<file path="config.mk">
export PLATFORM = sky130hd
export DESIGN_NAME = load_store_unit_flat
export DESIGN_NICKNAME = d
export VERILOG_FILES = /design/src/rtl/load_store_unit_if.sv /design/src/rtl/load_store_unit.sv /design/src/flat_wrapper.sv
export SDC_FILE = /design/constraint.sdc
export NUM_CORES = 1
export LEC_CHECK = 0
export ABC_CLOCK_PERIOD_IN_PS = 2250
export CAP_MARGIN = 20
export CELL_PAD_IN_SITES_DETAIL_PLACEMENT = 2
export CELL_PAD_IN_SITES_GLOBAL_PLACEMENT = 2
export CORE_ASPECT_RATIO = 0.5
export CORE_UTILIZATION = 30
export DETAILED_ROUTE_END_ITERATION = 8
export MAX_ROUTING_LAYER = met4
export PLACE_DENSITY = 0.78
export SYNTH_ARGS = -nofsm -noshare
export SYNTH_HDL_FRONTEND = slang
export SYNTH_SLANG_ARGS = --single-unit
</file>
<file path="constraint.sdc">
create_clock -name Clk -period 2.25 [get_ports Clk]
set_input_delay 0.3375 -clock Clk [delete_from_list [all_inputs] [get_ports Clk]]
set_output_delay 0.3375 -clock Clk [all_outputs]
set_load 0.005 [all_outputs]
</file>
<file path="src/rtl/load_store_unit_if.sv">
// Pipeline request/response and data-memory bus seen by the load/store unit.
// The slave modport is the LSU's view; master is the environment (pipeline + memory).
interface load_store_unit_if #(
  parameter int ADDR_W = 12
);
  logic              start;
  logic              op_write;
  logic [1:0]        size;
  logic              sign_ext;
  logic [ADDR_W-1:0] addr;
  logic [31:0]       wdata;
  logic [31:0]       rdata;
  logic              done;
  logic              busy;
  logic              err;
  logic              mem_rd_wr;
  logic [ADDR_W-3:0] mem_endereco;
  logic [31:0]       mem_entrada;
  logic [31:0]       mem_saida;

  modport master (
    output start, op_write, size, sign_ext, addr, wdata, mem_saida,
    input  rdata, done, busy, err, mem_rd_wr, mem_endereco, mem_entrada
  );

  modport slave (
    input  start, op_write, size, sign_ext, addr, wdata, mem_saida,
    output rdata, done, busy, err, mem_rd_wr, mem_endereco, mem_entrada
  );
endinterface

</file>
<file path="src/rtl/load_store_unit.sv">
// Big-endian byte/half/word load-store front end for a word-only memory; sub-word stores use read-modify-write.
// done after 3 (load), 2 (word store), 4 (sub-word store) or 1 (misaligned) cycles; start is ignored while busy.
module load_store_unit #(
  parameter int ADDR_W = 12
) (
  input logic              Clk,
  input logic              Rst_n,
  load_store_unit_if.slave lsu
);

  typedef enum logic [2:0] {IDLE, RD, CAP, WR, DONE, ERR} state_t;

  state_t            state;
  logic              op_write_q;
  logic              sign_ext_q;
  logic [1:0]        size_q;
  logic [1:0]        off_q;
  logic [15:0]       wdata_q;
  logic [31:0]       rdata_q;
  logic [31:0]       mem_entrada_q;
  logic [ADDR_W-3:0] mem_endereco_q;
  logic              done_q;
  logic              busy_q;
  logic              err_q;

  logic              misaligned;
  logic [7:0]        lane_byte;
  logic [15:0]       lane_half;
  logic [31:0]       load_val;
  logic [31:0]       merged;

  always_comb begin
    misaligned = (lsu.size == 2'b11) ||
                 (lsu.size == 2'b01 && lsu.addr[0]) ||
                 (lsu.size == 2'b10 && lsu.addr[1:0] != 2'b00);
  end

  // Lane 0 is the most significant byte of the word.
  always_comb begin
    lane_byte = lsu.mem_saida[31:24];
    case (off_q)
      2'd0: lane_byte = lsu.mem_saida[31:24];
      2'd1: lane_byte = lsu.mem_saida[23:16];
      2'd2: lane_byte = lsu.mem_saida[15:8];
      2'd3: lane_byte = lsu.mem_saida[7:0];
      default: lane_byte = lsu.mem_saida[31:24];
    endcase
    lane_half = off_q[1] ? lsu.mem_saida[15:0] : lsu.mem_saida[31:16];

    load_val = lsu.mem_saida;
    case (size_q)
      2'b00: load_val = {{24{sign_ext_q & lane_byte[7]}}, lane_byte};
      2'b01: load_val = {{16{sign_ext_q & lane_half[15]}}, lane_half};
      default: load_val = lsu.mem_saida;
    endcase
  end

  always_comb begin
    merged = lsu.mem_saida;
    case (size_q)
      2'b00: begin
        case (off_q)
          2'd0: merged[31:24] = wdata_q[7:0];
          2'd1: merged[23:16] = wdata_q[7:0];
          2'd2: merged[15:8]  = wdata_q[7:0];
          2'd3: merged[7:0]   = wdata_q[7:0];
          default: merged = lsu.mem_saida;
        endcase
      end
      2'b01: begin
        if (off_q[1]) merged[15:0]  = wdata_q;
        else          merged[31:16] = wdata_q;
      end
      default: merged = lsu.mem_saida;
    endcase
  end

  always_ff @(posedge Clk or negedge Rst_n) begin
    if (!Rst_n) begin
      state          <= IDLE;
      op_write_q     <= 1'b0;
      sign_ext_q     <= 1'b0;
      size_q         <= 2'b00;
      off_q          <= 2'b00;
      wdata_q        <= 16'h0;
      rdata_q        <= 32'h0;
      mem_entrada_q  <= 32'h0;
      mem_endereco_q <= '0;
      done_q         <= 1'b0;
      busy_q         <= 1'b0;
      err_q          <= 1'b0;
    end else begin
      done_q <= 1'b0;
      err_q  <= 1'b0;
      case (state)
        IDLE: begin
          if (lsu.start) begin
            op_write_q     <= lsu.op_write;
            sign_ext_q     <= lsu.sign_ext;
            size_q         <= lsu.size;
            off_q          <= lsu.addr[1:0];
            wdata_q        <= lsu.wdata[15:0];
            mem_endereco_q <= lsu.addr[ADDR_W-1:2];
            busy_q         <= 1'b1;
            if (misaligned) begin
              state  <= ERR;
              done_q <= 1'b1;
              err_q  <= 1'b1;
            end else if (lsu.op_write && lsu.size == 2'b10) begin
              state         <= WR;
              mem_entrada_q <= lsu.wdata;
            end else begin
              state <= RD;
            end
          end
        end
        RD: state <= CAP;
        CAP: begin
          if (!op_write_q) begin
            rdata_q <= load_val;
            done_q  <= 1'b1;
            state   <= DONE;
          end else begin
            mem_entrada_q <= merged;
            state         <= WR;
          end
        end
        WR: begin
          done_q <= 1'b1;
          state  <= DONE;
        end
        DONE, ERR: begin
          busy_q <= 1'b0;
          state  <= IDLE;
        end
        default: begin
          busy_q <= 1'b0;
          state  <= IDLE;
        end
      endcase
    end
  end

  // Write enable comes straight from the state so it can never glitch high outside WR.
  assign lsu.mem_rd_wr    = (state == WR);
  assign lsu.mem_endereco = mem_endereco_q;
  assign lsu.mem_entrada  = mem_entrada_q;
  assign lsu.rdata        = rdata_q;
  assign lsu.done         = done_q;
  assign lsu.busy         = busy_q;
  assign lsu.err          = err_q;

endmodule

</file>
<file path="src/flat_wrapper.sv">
// flat-port wrapper written by rule: the top's interface ports become plain ports
module load_store_unit_flat 
#(
  parameter int ADDR_W = 12
)
  (Clk, Rst_n, lsu_start, lsu_op_write, lsu_size, lsu_sign_ext, lsu_addr, lsu_wdata, lsu_mem_saida, lsu_rdata, lsu_done, lsu_busy, lsu_err, lsu_mem_rd_wr, lsu_mem_endereco, lsu_mem_entrada);
  load_store_unit_if #(.ADDR_W(ADDR_W)) lsu_i ();
  input logic Clk;
  input logic Rst_n;
  input wire logic [$bits(lsu_i.start)-1:0] lsu_start;
  input wire logic [$bits(lsu_i.op_write)-1:0] lsu_op_write;
  input wire logic [$bits(lsu_i.size)-1:0] lsu_size;
  input wire logic [$bits(lsu_i.sign_ext)-1:0] lsu_sign_ext;
  input wire logic [$bits(lsu_i.addr)-1:0] lsu_addr;
  input wire logic [$bits(lsu_i.wdata)-1:0] lsu_wdata;
  input wire logic [$bits(lsu_i.mem_saida)-1:0] lsu_mem_saida;
  output wire logic [$bits(lsu_i.rdata)-1:0] lsu_rdata;
  output wire logic [$bits(lsu_i.done)-1:0] lsu_done;
  output wire logic [$bits(lsu_i.busy)-1:0] lsu_busy;
  output wire logic [$bits(lsu_i.err)-1:0] lsu_err;
  output wire logic [$bits(lsu_i.mem_rd_wr)-1:0] lsu_mem_rd_wr;
  output wire logic [$bits(lsu_i.mem_endereco)-1:0] lsu_mem_endereco;
  output wire logic [$bits(lsu_i.mem_entrada)-1:0] lsu_mem_entrada;
  assign lsu_i.start = lsu_start;
  assign lsu_i.op_write = lsu_op_write;
  assign lsu_i.size = lsu_size;
  assign lsu_i.sign_ext = lsu_sign_ext;
  assign lsu_i.addr = lsu_addr;
  assign lsu_i.wdata = lsu_wdata;
  assign lsu_i.mem_saida = lsu_mem_saida;
  assign lsu_rdata = lsu_i.rdata;
  assign lsu_done = lsu_i.done;
  assign lsu_busy = lsu_i.busy;
  assign lsu_err = lsu_i.err;
  assign lsu_mem_rd_wr = lsu_i.mem_rd_wr;
  assign lsu_mem_endereco = lsu_i.mem_endereco;
  assign lsu_mem_entrada = lsu_i.mem_entrada;
  load_store_unit #(.ADDR_W(ADDR_W)) u_core (.Clk(Clk), .Rst_n(Rst_n), .lsu(lsu_i));
endmodule
</file>
* After elaboration in Yosys (flattened, before gate mapping)
Index checks and enable logic that the tools add are counted.
Word-level totals: flip-flop bits (word level) 102, bits of input ports 83, word-level logic and storage cells 72, output and inout bits 78
Cells by class: equality and inequality tests 14, muxes and demuxes 27, reduce and logical (&&, ||, !) cells 15, bitwise operators 4
Operators by type and width (count):
- $pmux 32 s2 | 3
- $mux 32 | 4
- $mux 16 | 3
- $mux 8 | 4
- $pmux 8 s4 | 1
- $pmux 3 s4 | 1
- $mux 3 | 3
- $eq 2x2->1 const B | 4
- $eq 2x1->1 const B | 3
- $eq 3x2->1 const B | 2
- $reduce_and 2->1 | 3
- $mux 1 | 5
- $reduce_and 5->1 | 1
- $logic_not 2->1 | 2
- $ne 2x1->1 const B | 2
- $ne 2x2->1 const B | 2
- $reduce_bool 2->1 | 2
- $eq 3x1->1 const B | 1
- $logic_and 1x1->1 | 3
- $logic_not 3->1 | 1
- $pmux 1 s3 | 1
- $reduce_or 3->1 | 1
- $and 1x1->1 | 2
- $logic_or 1x1->1 | 2
- other kinds (3) | 4

* Longest topological paths before layout
depth in word-level cells 7, depth in mapped cells 7

* Worst setup path before layout
Ideal clock, no wire load.
path kind reg2reg, from register u_core.state[2], to register u_core.mem_endereco_q[0], in the netlist u_core.lsu.mem_endereco[0], arrival 1.546 ns, path buffers 2, library setup time 0.125 ns, stages on the path, launching flop included 6, path slack 0.579 ns, clock period less this slack 1.671 ns, path through dfrtp_1 -> or2_1 -> buf_2 -> nor2_4 -> buf_2 -> mux2_2
Between the ends: longest elaborated chain between the ends 2
RTL lines:
- start, declared | line load_store_unit.sv:13 | state_t state;
- start signal, assigned | line load_store_unit.sv:80 | state <= IDLE;
- start signal, assigned | line load_store_unit.sv:106 | state <= ERR;
- start signal, assigned | line load_store_unit.sv:110 | state <= WR;
- $logic_not 3->1 | line load_store_unit.sv:95 | case (state)
- $reduce_and 2->1 (no source line)
- end signal, assigned | line load_store_unit.sv:103 | mem_endereco_q <= lsu.addr[ADDR_W-1:2];
- end, declared | line load_store_unit.sv:21 | logic [ADDR_W-3:0] mem_endereco_q;
No other way between the ends. A chain may end at the register's enable or synchronous reset.

* Worst setup path after layout
from register u_core.off_q[0], to register u_core.mem_entrada_q[12], in the netlist u_core.lsu.mem_entrada[12]
Between the ends: longest elaborated chain between the ends 5
RTL lines:
- start, declared | line load_store_unit.sv:17 | logic [1:0] off_q;
- start signal, assigned | line load_store_unit.sv:101 | off_q <= lsu.addr[1:0];
- $eq 2x2->1 | line load_store_unit.sv:62 | case (off_q)
- $mux 8 | line load_store_unit.sv:62
- $pmux 32 s2 | line load_store_unit.sv:60 | case (size_q)
- $mux 32 | line load_store_unit.sv:119 | if (!op_write_q) begin
- $pmux 32 s2 | line load_store_unit.sv:95
- end signal, assigned | line load_store_unit.sv:111 | mem_entrada_q <= lsu.wdata;
- end signal, assigned | line load_store_unit.sv:124 | mem_entrada_q <= merged;
- end, declared | line load_store_unit.sv:20 | logic [31:0] mem_entrada_q;
No other way between the ends. The select of a mux whose other input is x is not followed.

==> key figures <==
STA
  • RSZ-0062 raised after global routing: no
  • Slew HR: 0.532
  • Min Tclk post-route: 2020 ps
  • Final period util: 0.898
  • Slew Viols, Final: 0
  • Hold Vio Cnt, Final: 0
  • Setup TNS: 0 ps
  • Worst-margin pin slew: 703 ps
  • # setup viols final: 0
  • Clock skew: 10.1 ps
  • Fmax: 495 MHz

Cells and area
  • Seq. cell area: 0.00255 mm2
  • Inserted Diodes: 0
  • Layout Area Growth over Synthesis: 40.6%
  • Final Instance Count excl. Fillers: 967
  • Area occupied by multi-input gates: 0.00281 mm2
  • Final core utilization: 0.432
  • Fillers: 1950
  • Nets@finish: 786
  • Post-route cell area: 0.00796 mm2
  • Share of post-route cells with drive strength above 1: 0.178

Detailed routing
  • Routed length per instance: 23.1 um
  • 1st-pass router iterations: 8
  • Vias per cell: 5.38
  • Antenna viol nets, final: 0
  • DRT Wirelength: 22300 um
  • Vias: 5206
  • Drc violations: 1
  • Drt first-iter violations: 286

Floorplanning
  • Initial Util: 0.307
  • Std-Cell Rows: 35
  • Die width: 196 um
  • Core area: 0.0184 mm2
  • Die Area: 0.0195 mm2
  • Top Ports: 161
  • Die H: 99.1 um

Synthesis
  • Sequential area share after synthesis: 0.451
  • Synth Instances: 542
  • Syn_nets: 625
  • EDFF count, synth: 0
  • Ys async rst share: 1.00
  • Yosys reg bits: 102
  • Synth Flop Type: dfrtp_1
  • Mapped Area: 0.00566 mm2
  • Netlist cell types: 47
  • Syn_area_per_cell: 10.4 um2
  • YS warnings: 0

Placed design
  • Port bufs: 160
  • Placed cell count: 942
  • Dpl cell area: 0.00760 mm2
  • Final GP Congestion: 0.909
  • Hpwl dp: 16500 um

Global route
  • Vias in the first global route: 5630
  • GRT overflow: 0
  • GRT Overall Usage: 0.242
  • First-pass GRT wire length: 34500 um
  • Largest net degree at the start of global routing: 41
  • Initial antenna violation count: 0

Critical path
  • R2R setup slack: 230 ps
  • Crit-path max cell delay: 530 ps
  • Critical path depth: 5
  • Slowest stage cell, crit path: dfrtp_1
  • Buf/Inv on CP: 1
  • Worst reg-to-reg path cell count: 5
  • WP data arrival: 2250 ps
  • Largest delay contributor family on the critical path: flip-flops
  • CP endpoint kind: flip-flop
  • Reg-to-Reg Start: u_core.off_q[0]
  • Worst-path fanout max: 9
  • CP Cell Sequence: nor2b_1 > buf_4 > mux2_2 > a221oi_2 > o31ai_1
  • Worst Setup SP: u_core.off_q[0]
  • Crit path capture: u_core.lsu.mem_entrada[12]
  • Startpoint Class: flip-flop
  • Setup CP Type: reg2reg
  • FF-to-FF End: u_core.lsu.mem_entrada[12]
  • Required time of the critical path: 2480 ps

CTS
  • Clk buf depth: 2
  • TritonCTS clock tree: done
  • Cts repair resizes: 0
  • Clock sinks: 102
  • Clk root buf: clkbuf_16
  • Number of CTS-inserted buffers: 9
  • H-Tree Depth: 3
  • Worst skew pair latency: 360 ps
  • Clk slew on worst S/H paths: 80 ps

Power and ir drop
  • Worst vdd ir: 0.759 mV
  • Pwr dens: 1410 mW/mm2
  • Leakage: 3.16 nW

Job
  • Max-cap viol count: 0

Outcome
  • Outcome: finished, violations left
  • Violated checks: design-rule violations

Worst hold path
  • Hold WC Path Type: in2async
-- worst reg2reg max path, stage by stage, from the launching register on --
cell,delay [ps]
dfrtp_1,530
nor2b_1,300
buf_4,210
mux2_2,350
a221oi_2,370
o31ai_1,130
-- state kept, by name, indices dropped and copies added (netlist names) --
signal / cells
u_core.wdata_q: 16
u_core.lsu.done: 1
u_core.lsu.mem_endereco: 10
u_core.size_q: 2
u_core.lsu.err: 1
u_core.off_q: 2
u_core.op_write_q: 1
u_core.state: 3
u_core.lsu.rdata: 32
u_core.sign_ext_q: 1
u_core.lsu.mem_entrada: 32
u_core.lsu.busy: 1
-- stage by stage --
step	setup WS (ps)	total power, mW	hold slack (ps)
final	230	11.2	501
after global routing	154	11.9	523
after CTS	67.4	11.2	511
after detailed placement	14.1	9.60	358
after global placement	98.2	9.35	352
after floorplan	579	6.64	41.9
-- how the worst min path moves through the flow --
stage / from / end / slack (ps) / cells past startpoint
2_1_floorplan: Rst_n / u_core.lsu.busy / 40 / 0
3_3_place_gp: Rst_n / u_core.lsu.rdata[20] / 350 / 1
3_5_place_dp: Rst_n / u_core.lsu.rdata[19] / 360 / 1
4_1_cts: u_core.lsu.mem_endereco[3] / u_core.lsu.mem_endereco[3] / 510 / 1
5_1_grt: u_core.lsu.mem_entrada[22] / u_core.lsu.mem_entrada[22] / 520 / 1
6_report: Rst_n / u_core.lsu.rdata[26] / 500 / 2
-- synthesized netlist by cell type (2+ instances only) --
cell type / number / share of area
or3_1: 2 / 0.0022
o31ai_2: 2 / 0.0044
o211ai_1: 8 / 0.011
inv_1: 11 / 0.0073
nor3_1: 18 / 0.016
a22o_1: 16 / 0.025
o31ai_1: 21 / 0.028
mux2_1: 8 / 0.016
buf_6: 7 / 0.014
a21oi_1: 36 / 0.032
buf_2: 15 / 0.013
o21ai_1: 14 / 0.012
mux2i_1: 18 / 0.032
o22ai_1: 8 / 0.0088
mux2_2: 38 / 0.076
buf_4: 4 / 0.0053
nand2_1: 21 / 0.014
a221oi_1: 16 / 0.025
nor2_4: 2 / 0.0040
o21ai_0: 27 / 0.024
a221oi_2: 24 / 0.064
nor2_1: 61 / 0.040
nor3b_2: 2 / 0.0044
clkbuf_1: 17 / 0.011
dfrtp_1: 102 / 0.45
clkbuf_2: 2 / 0.0018
nor2b_1: 2 / 0.0022
or2_1: 3 / 0.0033
a21o_1: 18 / 0.024
and3b_1: 2 / 0.0031
-- where the power goes --
group | switching, mW | leakage (nW) | internal, mW
Sequential | 0.916 | 1.22 | 2.74
Combinational | 3.02 | 1.82 | 3.04
Clock | 0.729 | 0.124 | 0.780
Total | 4.67 | 3.16 | 6.56
-- layout make-up --
type                            count  share of cell area
Sequential cell                   102               0.321
Inverter                           11             0.00519
Tap cell                          259              0.0407
Timing Repair Buffer              197               0.245
Clock inverter                      5             0.00440
Clock buffer                       11              0.0305
Multi-Input combinational cell    382               0.353
-- cells in the final DEF, fill, tap and decap left out, types with 21 or more instances in the layout --
cell,n
a21oi_1,36
a221oi_2,24
buf_4,31
clkdlybuf4s50_1,159
dfrtp_1,102
mux2_2,38
nand2_1,21
nor2_1,61
o21ai_0,27
o31ai_1,21
-- kinds of logic after synthesis --
group,Yosys count,synth area share
AND/OR/NAND/NOR,122,0.103
AO/OA/AOI/OAI,196,0.268
flip-flops,102,0.451
buffers and inverters,58,0.0548
multiplexers,64,0.123
-- metal layers --
metal | vias up | share of wire | global-route usage
li1 | 2358 | - | -
met1 | 2700 | 0.47 | 0.329
met2 | 121 | 0.46 | 0.364
met3 | 27 | 0.046 | 0.0461
met4 | 0 | 0.017 | 0.0715
met5 | - | 0 | -
-- what timing repair did --
| item | in CTS | in global routing |
|---|---|---|
| setup buffers | 0 | 8 |
| endpoints found under the setup margin | 0 | 7 |
| hold endpoints to repair | 37 | 0 |
| hold buffers | 1 | 0 |
No activity file was read; power rests on OpenSTA's default activity.
